<file path="config.mk">
export PLATFORM = sky130hd
export DESIGN_NAME = register_file_2r1w
export DESIGN_NICKNAME = d
export VERILOG_FILES = /design/src/rtl/register_file_2r1w.sv
export SDC_FILE = /design/constraint.sdc
export NUM_CORES = 1
export LEC_CHECK = 0
export ABC_AREA = 1
export ABC_CLOCK_PERIOD_IN_PS = 1470
export CAP_MARGIN = 20
export CORE_ASPECT_RATIO = 0.9
export CORE_MARGIN = 4
export CORE_UTILIZATION = 45
export DETAILED_ROUTE_END_ITERATION = 16
export GPL_ROUTABILITY_DRIVEN = 1
export GPL_TIMING_DRIVEN = 0
export HOLD_SLACK_MARGIN = 0.06
export SYNTH_ARGS = -nofsm -noshare
export SYNTH_HDL_FRONTEND = slang
export SYNTH_SLANG_ARGS = --single-unit
</file>
<file path="constraint.sdc">
create_clock -name CLK -period 1.47 [get_ports CLK]
set_clock_uncertainty 0.15 [all_clocks]
set_input_delay 0.294 -clock CLK [delete_from_list [all_inputs] [get_ports CLK]]
set_output_delay 0.294 -clock CLK [all_outputs]
set_load 0.02 [all_outputs]
</file>
<file path="src/rtl/register_file_2r1w.sv">
// register_file_2r1w
//   Parametrised register file: one write port, two independent registered
//   read ports, per-byte write enables, write-first bypass, synchronous bulk
//   clear and a sticky out-of-range address flag.
//
// Ports
//   CLK        clock, all state updates on the rising edge
//   RST        asynchronous active-low reset (registers, read outputs, AddrErr)
//   Clear      synchronous clear of every register; wins over a same-cycle write
//   WrEn       write enable
//   WrAddr     write address
//   WrData     write data
//   WrByteEn   byte-lane enables; lane i covers bits [8i+7:8i], top lane may be partial
//   RdEnA/B    read enables
//   RdAddrA/B  read addresses
//   RdDataA/B  registered read data (1-cycle latency, holds when not reading)
//   RdValidA/B registered read valid strobes
//   AddrErr    sticky flag: an out-of-range write or read was seen

module register_file_2r1w #(
  parameter int unsigned reg_WIDTH  = 16,
  parameter int unsigned DEPTH      = 8,
  parameter int unsigned ADDR_WIDTH = 3,
  localparam int unsigned NUM_BYTES = (reg_WIDTH + 7) / 8
) (
  input  logic                  CLK,
  input  logic                  RST,
  input  logic                  Clear,
  input  logic                  WrEn,
  input  logic [ADDR_WIDTH-1:0] WrAddr,
  input  logic [reg_WIDTH-1:0]  WrData,
  input  logic [NUM_BYTES-1:0]  WrByteEn,
  input  logic                  RdEnA,
  input  logic [ADDR_WIDTH-1:0] RdAddrA,
  output logic [reg_WIDTH-1:0]  RdDataA,
  output logic                  RdValidA,
  input  logic                  RdEnB,
  input  logic [ADDR_WIDTH-1:0] RdAddrB,
  output logic [reg_WIDTH-1:0]  RdDataB,
  output logic                  RdValidB,
  output logic                  AddrErr
);

  logic [reg_WIDTH-1:0] regs [DEPTH];

  // Expand byte-lane enables into a per-bit mask; the top lane is clipped
  // naturally because only bits below reg_WIDTH exist.
  logic [reg_WIDTH-1:0] wrMask;
  for (genvar b = 0; b < reg_WIDTH; b++) begin : gen_mask
    assign wrMask[b] = WrByteEn[b / 8];
  end

  logic wrInRange, rdInRangeA, rdInRangeB;
  logic wrCommit;
  logic bypassA, bypassB;
  logic [reg_WIDTH-1:0] oldA, oldB;
  logic [reg_WIDTH-1:0] nextA, nextB;
  logic addrErrNext;

  // Widen before comparing so the check stays meaningful when DEPTH fills
  // the whole address space.
  assign wrInRange  = 32'(WrAddr)  < DEPTH;
  assign rdInRangeA = 32'(RdAddrA) < DEPTH;
  assign rdInRangeB = 32'(RdAddrB) < DEPTH;

  // Clear discards a same-cycle write, so it also suppresses the bypass.
  assign wrCommit = WrEn && wrInRange && !Clear;
  assign bypassA  = wrCommit && (RdAddrA == WrAddr);
  assign bypassB  = wrCommit && (RdAddrB == WrAddr);

  // Read muxes built by address compare, so out-of-range addresses never
  // index past the array.
  always_comb begin
    oldA = '0;
    oldB = '0;
    for (int i = 0; i < DEPTH; i++) begin
      if (RdAddrA == ADDR_WIDTH'(i)) oldA = regs[i];
      if (RdAddrB == ADDR_WIDTH'(i)) oldB = regs[i];
    end
  end

  always_comb begin
    nextA = '0;
    if (rdInRangeA) begin
      nextA = bypassA ? ((WrData & wrMask) | (oldA & ~wrMask)) : oldA;
    end
  end

  always_comb begin
    nextB = '0;
    if (rdInRangeB) begin
      nextB = bypassB ? ((WrData & wrMask) | (oldB & ~wrMask)) : oldB;
    end
  end

  assign addrErrNext = AddrErr
                     | (WrEn  && !wrInRange)
                     | (RdEnA && !rdInRangeA)
                     | (RdEnB && !rdInRangeB);

  // Storage
  always_ff @(posedge CLK or negedge RST) begin
    if (!RST) begin
      for (int i = 0; i < DEPTH; i++) regs[i] <= '0;
    end else if (Clear) begin
      for (int i = 0; i < DEPTH; i++) regs[i] <= '0;
    end else if (wrCommit) begin
      for (int i = 0; i < DEPTH; i++) begin
        if (WrAddr == ADDR_WIDTH'(i)) begin
          regs[i] <= (WrData & wrMask) | (regs[i] & ~wrMask);
        end
      end
    end
  end

  // Read port A
  always_ff @(posedge CLK or negedge RST) begin
    if (!RST) begin
      RdDataA  <= '0;
      RdValidA <= 1'b0;
    end else begin
      RdValidA <= RdEnA;
      if (RdEnA) RdDataA <= nextA;
    end
  end

  // Read port B
  always_ff @(posedge CLK or negedge RST) begin
    if (!RST) begin
      RdDataB  <= '0;
      RdValidB <= 1'b0;
    end else begin
      RdValidB <= RdEnB;
      if (RdEnB) RdDataB <= nextB;
    end
  end

  // Sticky error flag; only reset clears it, Clear leaves it alone.
  always_ff @(posedge CLK or negedge RST) begin
    if (!RST) begin
      AddrErr <= 1'b0;
    end else begin
      AddrErr <= addrErrNext;
    end
  end

endmodule

</file>
==> results of run 1 <==
-- final timing paths --
kind                               endpoint  slack (ns)  cells past startpoint
worst max register to register   RdDataA[3]        0.08                      6
worst min-delay path               RdValidB        0.20                      1
max in group asynchronous          regs[72]        0.26                      3
min in group asynchronous         regs[110]        0.22                      2
worst max-delay path               regs[79]        0.02                      8
worst min register to register  RdDataB[15]        0.34                      2
-- power by group through the flow --
stage               combinational, W  clock [W]  sequential, W
floorplan                   0.000619          0        0.00485
global placement             0.00136          0        0.00475
detailed placement           0.00137          0        0.00475
CTS                          0.00147    0.00438        0.00466
global route                 0.00171    0.00462        0.00467
finish                       0.00159    0.00435        0.00466
-- cells in the mapped netlist --
cell type	number	area (um^2)
a21boi_0	1	7.51
a21oi_1	61	305
buf_2	9	45.0
buf_4	2	15.0
clkbuf_1	33	124
conb_1	1	3.75
dfrtp_1	162	4050
inv_1	210	788
inv_2	2	7.51
nand2_1	248	931
nand3_1	35	175
nand4_1	37	231
nor2_1	129	484
nor3_1	1	5.00
nor3_2	8	80.1
nor3_4	1	16.3
nor4_1	1	6.26
o21ai_0	46	230
o21ai_1	20	100
o22ai_1	129	807
xor2_1	3	26.3
-- timing repair --
| action | CTS | global route |
|---|---|---|
| resized for setup | 290 | 64 |
| hold buffers | 1 | 0 |
| endpoints found under the hold margin | 57 | 0 |
| buffers inserted | 21 | 12 |
| pin swaps | 27 | 21 |
| setup endpoints to repair | 194 | 263 |
| cloned | 3 | 1 |
-- layout make-up --
type                            instances  area [um^2]  area share [%]
Timing Repair Buffer                  101          927            8.39
Clock inverter                         15          133            1.20
Buffer                                 44          429            3.88
Inverter                              212          823            7.45
Multi-Input combinational cell        722         3950            35.8
Sequential cell                       162         4050            36.7
Clock buffer                           17          425            3.85
Tap cell                              245          307            2.77
-- logic make-up after synthesis --
group,synth area share [%]
buffers and inverters,11.6
XOR/XNOR,0.311
AO/OA/AOI/OAI,17.2
flip-flops,48.0
other,0.0444
AND/OR/NAND/NOR,22.9
-- critical path: cells and delay by family --
| kind | cells | cell delay, ns |
|---|---|---|
| buffers and inverters | 4 | 0.54 |
| AOI/OAI and AO/OA | 2 | 0.46 |
| and+or+nand+nor | 2 | 0.30 |
-- stage by stage --
| step | TNS [ns] | utilization (%) |
|---|---|---|
| detailed placement | -154.65 | 52.3 |
| finish | 0 | 60.0 |
| global route | -0.327 | 60.0 |
| global placement | -1278.60 | 52.1 |
| CTS | -1.25 | 58.3 |
| floorplan | -1.05 | - |
-- registers in the layout (all words and copies together), names as in the netlist --
register / cells
RdDataA: 16
RdDataB: 16
regs: 128
RdValidB: 1
RdValidA: 1
-- per-layer routing --
layer / share of wire, % / global-route usage, %
met4: 2.7 / 7.39
met3: 5.8 / 5.30
met2: 48 / 45.9
met5: 0 / 0
met1: 44 / 37.2
==> run_results.csv, run 1 <==
group,metric,value,unit
min_path,worstHoldStart,"RdEnB",
global_route,antenna_found_initial,0,
floorplan,row_count,47,
power_and_ir_drop,switchingPower,0.00311,W
floorplan,core_area,18400,um^2
finish,final_cell_mix,"218 x nand2_1, 197 x inv_1, 162 x dfrtp_1",
timing,hold_ws,0.203,ns
logic_synthesis,synth_nets,1172,
critical_path,end_kind,"flip-flop",
finish,num_antenna_cells,0,
finish,finalNonFillerCells,1518,
global_route,grt_max_degree,106,
critical_path,r2r_start,"regs[99]",
placement,placed_cell_area,9630,um^2
global_route,grt_pass1_wl,45.1,mm
power_and_ir_drop,power_frac_comb,15.0,%
drt,finalWirelength,28.7,mm
floorplan,start_util,45.9,%
timing,worst_slack,0.0197,ns
power_and_ir_drop,p_seq_share,44.0,%
power_and_ir_drop,swShare,29.3,%
critical_path,required,1.61,ns
clocking,cts_tree,"built",
critical_path,cp-startpoint,"WrEn",
placement,place_hpwl,19.7,mm
clocking,clkSinkCount,162,
outcome,status,"completed",
placement,dp_cells,1448,
timing,rsz0062_at_grt,"true",
global_route,grt-ovfl-total,0,
drt,wire_per_inst,18.9,um
global_route,grt_usage,27.5,%
power_and_ir_drop,p_per_area,959,nW/um^2
critical_path,cp_common_cell,"inv_1",
logic_synthesis,synth_seq_area_share,48.0,%
clocking,htree_levels,4,
global_route,grt_pass1_vias,8298,
timing,min_period,1.45,ns
timing,hold_viol,0,
critical_path,crit_type,"in2reg",
drt,drtIter0Drc,671,
drt,drcViolationCount,0,
power_and_ir_drop,internal_power,0.00749,W
floorplan,io_pins,68,
drt,drtAntennaViolNets,0,
critical_path,critPathSlowestCell,"o21ai_4",
finish,final_common_cell,"nand2_1",
timing,min_period_over_period,98.7,%
run,maxCapViolCount,0,
finish,area_growth,30.9,%
finish,final_nets,1293,
placement,gp_congestion,0.836,
critical_path,cp_max_fo,8,
finish,layout-drive-gt1-share,20.6,%
critical_path,critPathMaxStageDelay,0.32,ns
drt,dr_total_vias,8394,
critical_path,critPathArrivalTime,1.59,ns
drt,avgViaCountPerCell,5.53,
finish,num-fill-cells,1680,
logic_synthesis,syn_avg_cell_area,7.41,um^2
critical_path,crit_chain,"clkdlybuf4s15_1 > inv_1 > nor2_1 > inv_1 > nor2_1 > inv_1 > o21ai_4 > o22ai_1",
power_and_ir_drop,ir_drop,0.000738,V
floorplan,die-area,21000,um^2
floorplan,die_y,138,um
clocking,cts_buffers,17,
timing,max_freq,0.689,GHz
timing,drv_slew,0,
clocking,clock_latency,0.44,ns
power_and_ir_drop,p_leak,4.92,nW
clocking,cts_root_buf,"clkbuf_16",
logic_synthesis,synth_cell_types,21,
clocking,clk_path_buf_depth,2,
power_and_ir_drop,total_power,0.0106,W
logic_synthesis,netlist_area,8440,um^2
logic_synthesis,ys_seq_elements,162,
drt,drt-pass1-iter-count,5,
clocking,clk_pin_slew,0.07,ns
logic_synthesis,synthCells,1139,
placement,numPortBuffers,63,
min_path,hold_path.class,"in2reg",
placement,place_ws,-1.43,ns
timing,setup_viol,0,
floorplan,dieWidth,152,um
critical_path,worstSetupStartpointType,"input port",
logic_synthesis,yosysWarnings,0,
finish,stdcell_area,11100,um^2
power_and_ir_drop,clkPwrFrac,41.1,%
Power figures use the tool's default switching activity.
==> run 2: changes to the inputs <==
--- a/config.mk
+++ b/config.mk
@@ -12,6 +12,7 @@
 export CORE_MARGIN = 4
 export CORE_UTILIZATION = 45
 export DETAILED_ROUTE_END_ITERATION = 16
+export DONT_BUFFER_PORTS = 1
 export GPL_ROUTABILITY_DRIVEN = 1
 export GPL_TIMING_DRIVEN = 0
 export HOLD_SLACK_MARGIN = 0.06
==> run_results.csv, run 2 (synthesis gave the netlist of run 1 again) <==
group,metric,value,unit
critical_path,crit_type,"in2reg",
critical_path,end_kind,"flip-flop",
timing,min_period_over_period,100,%
run,maxCapViolCount,0,
outcome,status,"finished with violations",
floorplan,io_pins,68,
placement,place_hpwl,19.2,mm
critical_path,cp_max_fo,10,
placement,gp_congestion,0.853,
drt,finalWirelength,27.0,mm
floorplan,die-area,21000,um^2
drt,avgViaCountPerCell,5.53,
outcome,violations,"hold timing, setup timing",
clocking,clk_pin_slew,0.07,ns
timing,hold_viol,162,
finish,finalNonFillerCells,1436,
global_route,grt_pass1_wl,41.9,mm
finish,largest_reg_flops,128,
timing,min_period,1.47,ns
finish,final_common_cell,"nand2_1",
finish,final_nets,1211,
drt,drtAntennaViolNets,0,
clocking,cts_root_buf,"clkbuf_16",
finish,num_antenna_cells,0,
floorplan,die_y,138,um
clocking,clkSinkCount,162,
timing,max_freq,0.679,GHz
power_and_ir_drop,total_power,0.0110,W
clocking,hold_buffers,5,
global_route,antenna_found_initial,0,
critical_path,critPathArrivalTime,1.68,ns
drt,dr_total_vias,7948,
critical_path,critPathSlowestCell,"nand2_1",
finish,finish.utilization,54.1,%
timing,drv_slew,0,
global_route,grt-ovfl-total,0,
floorplan,dieWidth,152,um
finish,area_growth,17.9,%
critical_path,required,1.68,ns
floorplan,row_count,47,
timing,worst_slack,-0.00230,ns
drt,drt-pass1-iter-count,5,
power_and_ir_drop,p_leak,4.38,nW
placement,dp_cells,1384,
clocking,cts_tree,"built",
global_route,grt_max_degree,163,
critical_path,cp.buffers_inverters,2,
clocking,cts_buffers,17,
critical_path,crit_chain,"clkbuf_1 > nand2_1 > o21ai_0 > inv_1 > a21oi_1",
critical_path,critPathMaxStageDelay,0.47,ns
critical_path,cp.depth,5,
timing,rsz0062_at_grt,"true",
timing,tightest_slew,0.820,ns
critical_path,worstSetupStartpointType,"input port",
floorplan,start_util,45.9,%
drt,drcViolationCount,0,
critical_path,crit_family,"buffers and inverters",
placement,numPortBuffers,0,
critical_path,r2r_cells,6,
finish,layout-drive-gt1-share,10.3,%
clocking,clk_path_buf_depth,2,
min_path,hold_path.class,"in2async",
drt,wire_per_inst,18.8,um
clocking,htree_levels,4,
timing,setup_viol,1,
drt,drtIter0Drc,641,
global_route,grt_pass1_vias,7562,
finish,final_cell_mix,"242 x nand2_1, 204 x inv_1, 162 x dfrtp_1",
power_and_ir_drop,ir_drop,0.000690,V
power_and_ir_drop,p_per_area,1110,nW/um^2
finish,regMostFlops,"regs",
timing,tns,-0.00230,ns
timing,timing.slew.headroom,44.9,%
clocking,clock_latency,0.43,ns
global_route,grt_usage,25.5,%
floorplan,core_area,18400,um^2
finish,num-fill-cells,1751,
finish,biggestRegsByFlops,"regs: 128 flops, RdDataA: 16 flops, RdDataB: 16 flops",
timing,hold_ws,-0.598,ns
run 2: changes by cell type in the layout (fill, tap and decap cells not counted), moves of 8 or more:
cell / previous run / this run
buf_12: 16 / 5
buf_2: 39 / 2
buf_4: 25 / 17
clkbuf_1: 1 / 10
clkdlybuf4s50_1: 18 / 0
nand2_1: 218 / 242
nand2_2: 20 / 6
nand2_4: 10 / 0
nor2_1: 114 / 125
nor2_2: 13 / 4
o21ai_1: 14 / 23
o21ai_4: 16 / 0
run 2: final cells by class:
type	count	area [um^2]	area share, %
flip-flops and latches	162	4050	40.7
multi-input cells	721	3560	35.8
inverters	212	811	8.14
clock buffers	20	467	4.69
plain buffers	44	344	3.46
well taps	245	307	3.08
clock inverters	12	226	2.28
repair buffers	20	185	1.86
run 2: final timing paths:
path / from / slack, ns / endpoint
max reg2reg: regs[108] / 0.03 / RdDataA[12]
min reg2reg: regs[73] / 0.39 / regs[73]
max in group asynchronous: RST / 1.59 / regs[51]
max: WrByteEn[0] / -0.002 / RdDataB[2]
min in group CLK: WrData[14] / 0.09 / regs[110]
min: RST / -0.60 / regs[94]
run 2: stage by stage:
step,instance area (um^2),setup slack (ns)
after floorplan,8660,-0.0585
after global placement,8960,-0.481
after detailed placement,8960,-0.479
after CTS,9720,-0.0423
after global routing,9950,-0.0699
final,9950,-0.00230
run 2: repair_timing:
item | 4_1_cts | 5_1_grt
setup buffers | 0 | 14
gates cloned | 0 | 1
endpoints found under the hold margin | 167 | 162
gates resized for setup | 4 | 56
setup endpoints to repair | 21 | 78
pin swaps | 0 | 6
run 2: report_power, final:
group / switching, W / internal [W]
clock: 0.00192 / 0.00333
sequential: 0.000200 / 0.00459
combinational: 0.000655 / 0.000302
run 2: routing by layer:
| metal | global-route usage, % | vias up | wire [um] |
|---|---|---|---|
| met5 | 0 | - | 0 |
| met4 | 7.69 | 0 | 549 |
| met3 | 5.15 | 42 | 1890 |
| met2 | 40.1 | 272 | 12400 |
| met1 | 35.9 | 3841 | 12100 |
| li1 | - | 3793 | - |
==> run 3: changes to the inputs <==
--- a/config.mk
+++ b/config.mk
@@ -6,7 +6,6 @@
 export NUM_CORES = 1
 export LEC_CHECK = 0
 export ABC_AREA = 1
-export ABC_CLOCK_PERIOD_IN_PS = 1470
 export CAP_MARGIN = 20
 export CORE_ASPECT_RATIO = 0.9
 export CORE_MARGIN = 4
==> constraint.sdc (replaced) <==
create_clock -name CLK -period 1.71 [get_ports CLK]
set_clock_uncertainty 0.15 [all_clocks]
set_input_delay 0.342 -clock CLK [delete_from_list [all_inputs] [get_ports CLK]]
set_output_delay 0.342 -clock CLK [all_outputs]
set_load 0.02 [all_outputs]
==> run_results.csv, run 3 (synthesis gave the netlist of run 1 again) <==
group,metric,value,unit
floorplan,start_util,45.9,%
critical_path,r2r_cells,6,
floorplan,die_y,138,um
floorplan,io_pins,68,
timing,min_period,1.64,ns
power_and_ir_drop,p_leak,4.21,nW
power_and_ir_drop,ir_drop,0.000632,V
clocking,cts_tree,"built",
drt,drtAntennaViolNets,0,
timing,tns,0,ns
power_and_ir_drop,total_power,0.00882,W
clocking,htree_levels,4,
run,maxCapViolCount,0,
critical_path,critPathArrivalTime,1.85,ns
clocking,clk_pin_slew,0.07,ns
global_route,grt_usage,25.7,%
clocking,cts_buffers,17,
drt,dr_total_vias,7911,
timing,hold_viol,162,
timing,hold_ws,-0.553,ns
placement,placed_cell_area,8770,um^2
finish,biggestRegsByFlops,"regs: 128 flops, RdDataA: 16 flops, RdDataB: 16 flops",
critical_path,critPathSlowestCell,"nor3_4",
finish,stdcell_area,9610,um^2
critical_path,reg2reg_slack,0.30,ns
critical_path,crit_family,"simple AND/OR/NAND/NOR gates",
drt,avgViaCountPerCell,5.54,
global_route,grt-ovfl-total,0,
placement,place_ws,-0.551,ns
clocking,clkSinkCount,162,
outcome,violations,"hold timing",
finish,num_antenna_cells,0,
global_route,grt_pass1_vias,7522,
global_route,met2_usage,40.1,%
critical_path,regToRegEndpoint,"RdDataA[13]",
finish,largest_reg_flops,128,
critical_path,end_kind,"flip-flop",
global_route,grt_max_degree,163,
drt,drcViolationCount,0,
timing,setup_viol,0,
finish,final_nets,1202,
timing,rsz0062_at_grt,"true",
placement,numPortBuffers,0,
global_route,grt-busiest-layer,"met2",
global_route,antenna_found_initial,0,
critical_path,required,1.92,ns
critical_path,worstSetupStartpointType,"input port",
critical_path,cp_max_fo,10,
drt,finalWirelength,26.9,mm
timing,timing.slew.headroom,45.0,%
timing,tightest_slew,0.820,ns
power_and_ir_drop,p_per_area,917,nW/um^2
timing,drv_slew,0,
drt,drt-pass1-iter-count,5,
timing,min_period_over_period,96.0,%
min_path,hold_path.class,"in2async",
finish,layout-drive-gt1-share,7.53,%
outcome,status,"finished with violations",
finish,regMostFlops,"regs",
drt,wire_per_inst,18.8,um
global_route,grtUsageMet1,36.1,%
critical_path,r2r_start,"regs[109]",
global_route,grt_util_met3,5.87,%
timing,worst_slack,0.0687,ns
placement,place_hpwl,19.2,mm
global_route,grt_pass1_wl,42.2,mm
finish,final_common_cell,"nand2_1",
floorplan,row_count,47,
floorplan,dieWidth,152,um
clocking,clk_path_buf_depth,2,
critical_path,crit_chain,"buf_4 > clkinvlp_4 > nor3_4 > buf_4 > nand2_1 > nand3_1 > nor2_1 > nand4_1 > nand2_1 > a21oi_1",
timing,max_freq,0.609,GHz
critical_path,crit_type,"in2reg",
clocking,clock_latency,0.44,ns
finish,num-fill-cells,1790,
drt,drtIter0Drc,770,
placement,gp_congestion,0.883,
finish,area_growth,13.9,%
clocking,cts_root_buf,"clkbuf_16",
critical_path,cp.buffers_inverters,3,
floorplan,die-area,21000,um^2
floorplan,core_area,18400,um^2
critical_path,critPathMaxStageDelay,0.30,ns
clocking,hold_buffers,5,
finish,final_cell_mix,"244 x nand2_1, 207 x inv_1, 162 x dfrtp_1",
run 3: final cells by class:
class                   instances  area, um^2  area share, %
plain buffers                  42         223           2.32
clock buffers                  24         492           5.12
clock inverters                 8         101           1.05
inverters                     212         803           8.36
multi-input cells             721        3520           36.7
flip-flops and latches        162        4050           42.2
well taps                     245         307           3.19
repair buffers                 13         110           1.15
run 3: repair_timing:
item / in CTS / in global routing
gates cloned: 0 / 0
hold endpoints to repair: 167 / 162
setup buffers: 1 / 7
pin swaps: 1 / 5
endpoints found under the setup margin: 19 / 31
gates resized for setup: 7 / 51
run 3: where the power goes:
part / leakage, nW / internal (W) / total [W] / switching, W
sequential: 2.20 / 0.00394 / 0.00412 / 0.000173
clock: 0.282 / 0.00231 / 0.00393 / 0.00163
combinational: 1.73 / 0.000221 / 0.000770 / 0.000549
total: 4.21 / 0.00647 / 0.00882 / 0.00235
run 3: per-layer routing:
| layer | routed length (um) | up-vias | part of all wire, % |
|---|---|---|---|
| met2 | 12300 | 327 | 46 |
| li1 | - | 3772 | - |
| met1 | 11800 | 3760 | 44 |
| met5 | 0 | - | 0 |
| met4 | 630 | 0 | 2.3 |
| met3 | 2140 | 52 | 8.0 |
run 3: stage by stage:
step           std cells  utilization [%]  hold WS, ns
4_1_cts             1421             51.2       -0.555
3_3_place_gp        1384             47.6      -0.0961
2_1_floorplan       1139                -       -0.104
5_1_grt             1427             52.2       -0.568
3_5_place_dp        1384             47.6      -0.0942
6_report            1427             52.2       -0.553
run 3: worst max-delay path by stage:
stage	slack, ns	cells after the start	endpoint	from
finish	0.07	10	RdDataB[3]	RdAddrB[0]
global route	-0.01	5	RdDataB[11]	WrByteEn[1]
CTS	0.006	10	RdDataB[3]	RdAddrB[0]
detailed placement	-0.55	9	RdDataA[8]	RdAddrA[0]
global placement	-0.56	9	RdDataA[8]	RdAddrA[0]
floorplan	0.004	9	RdDataA[5]	RdAddrA[0]
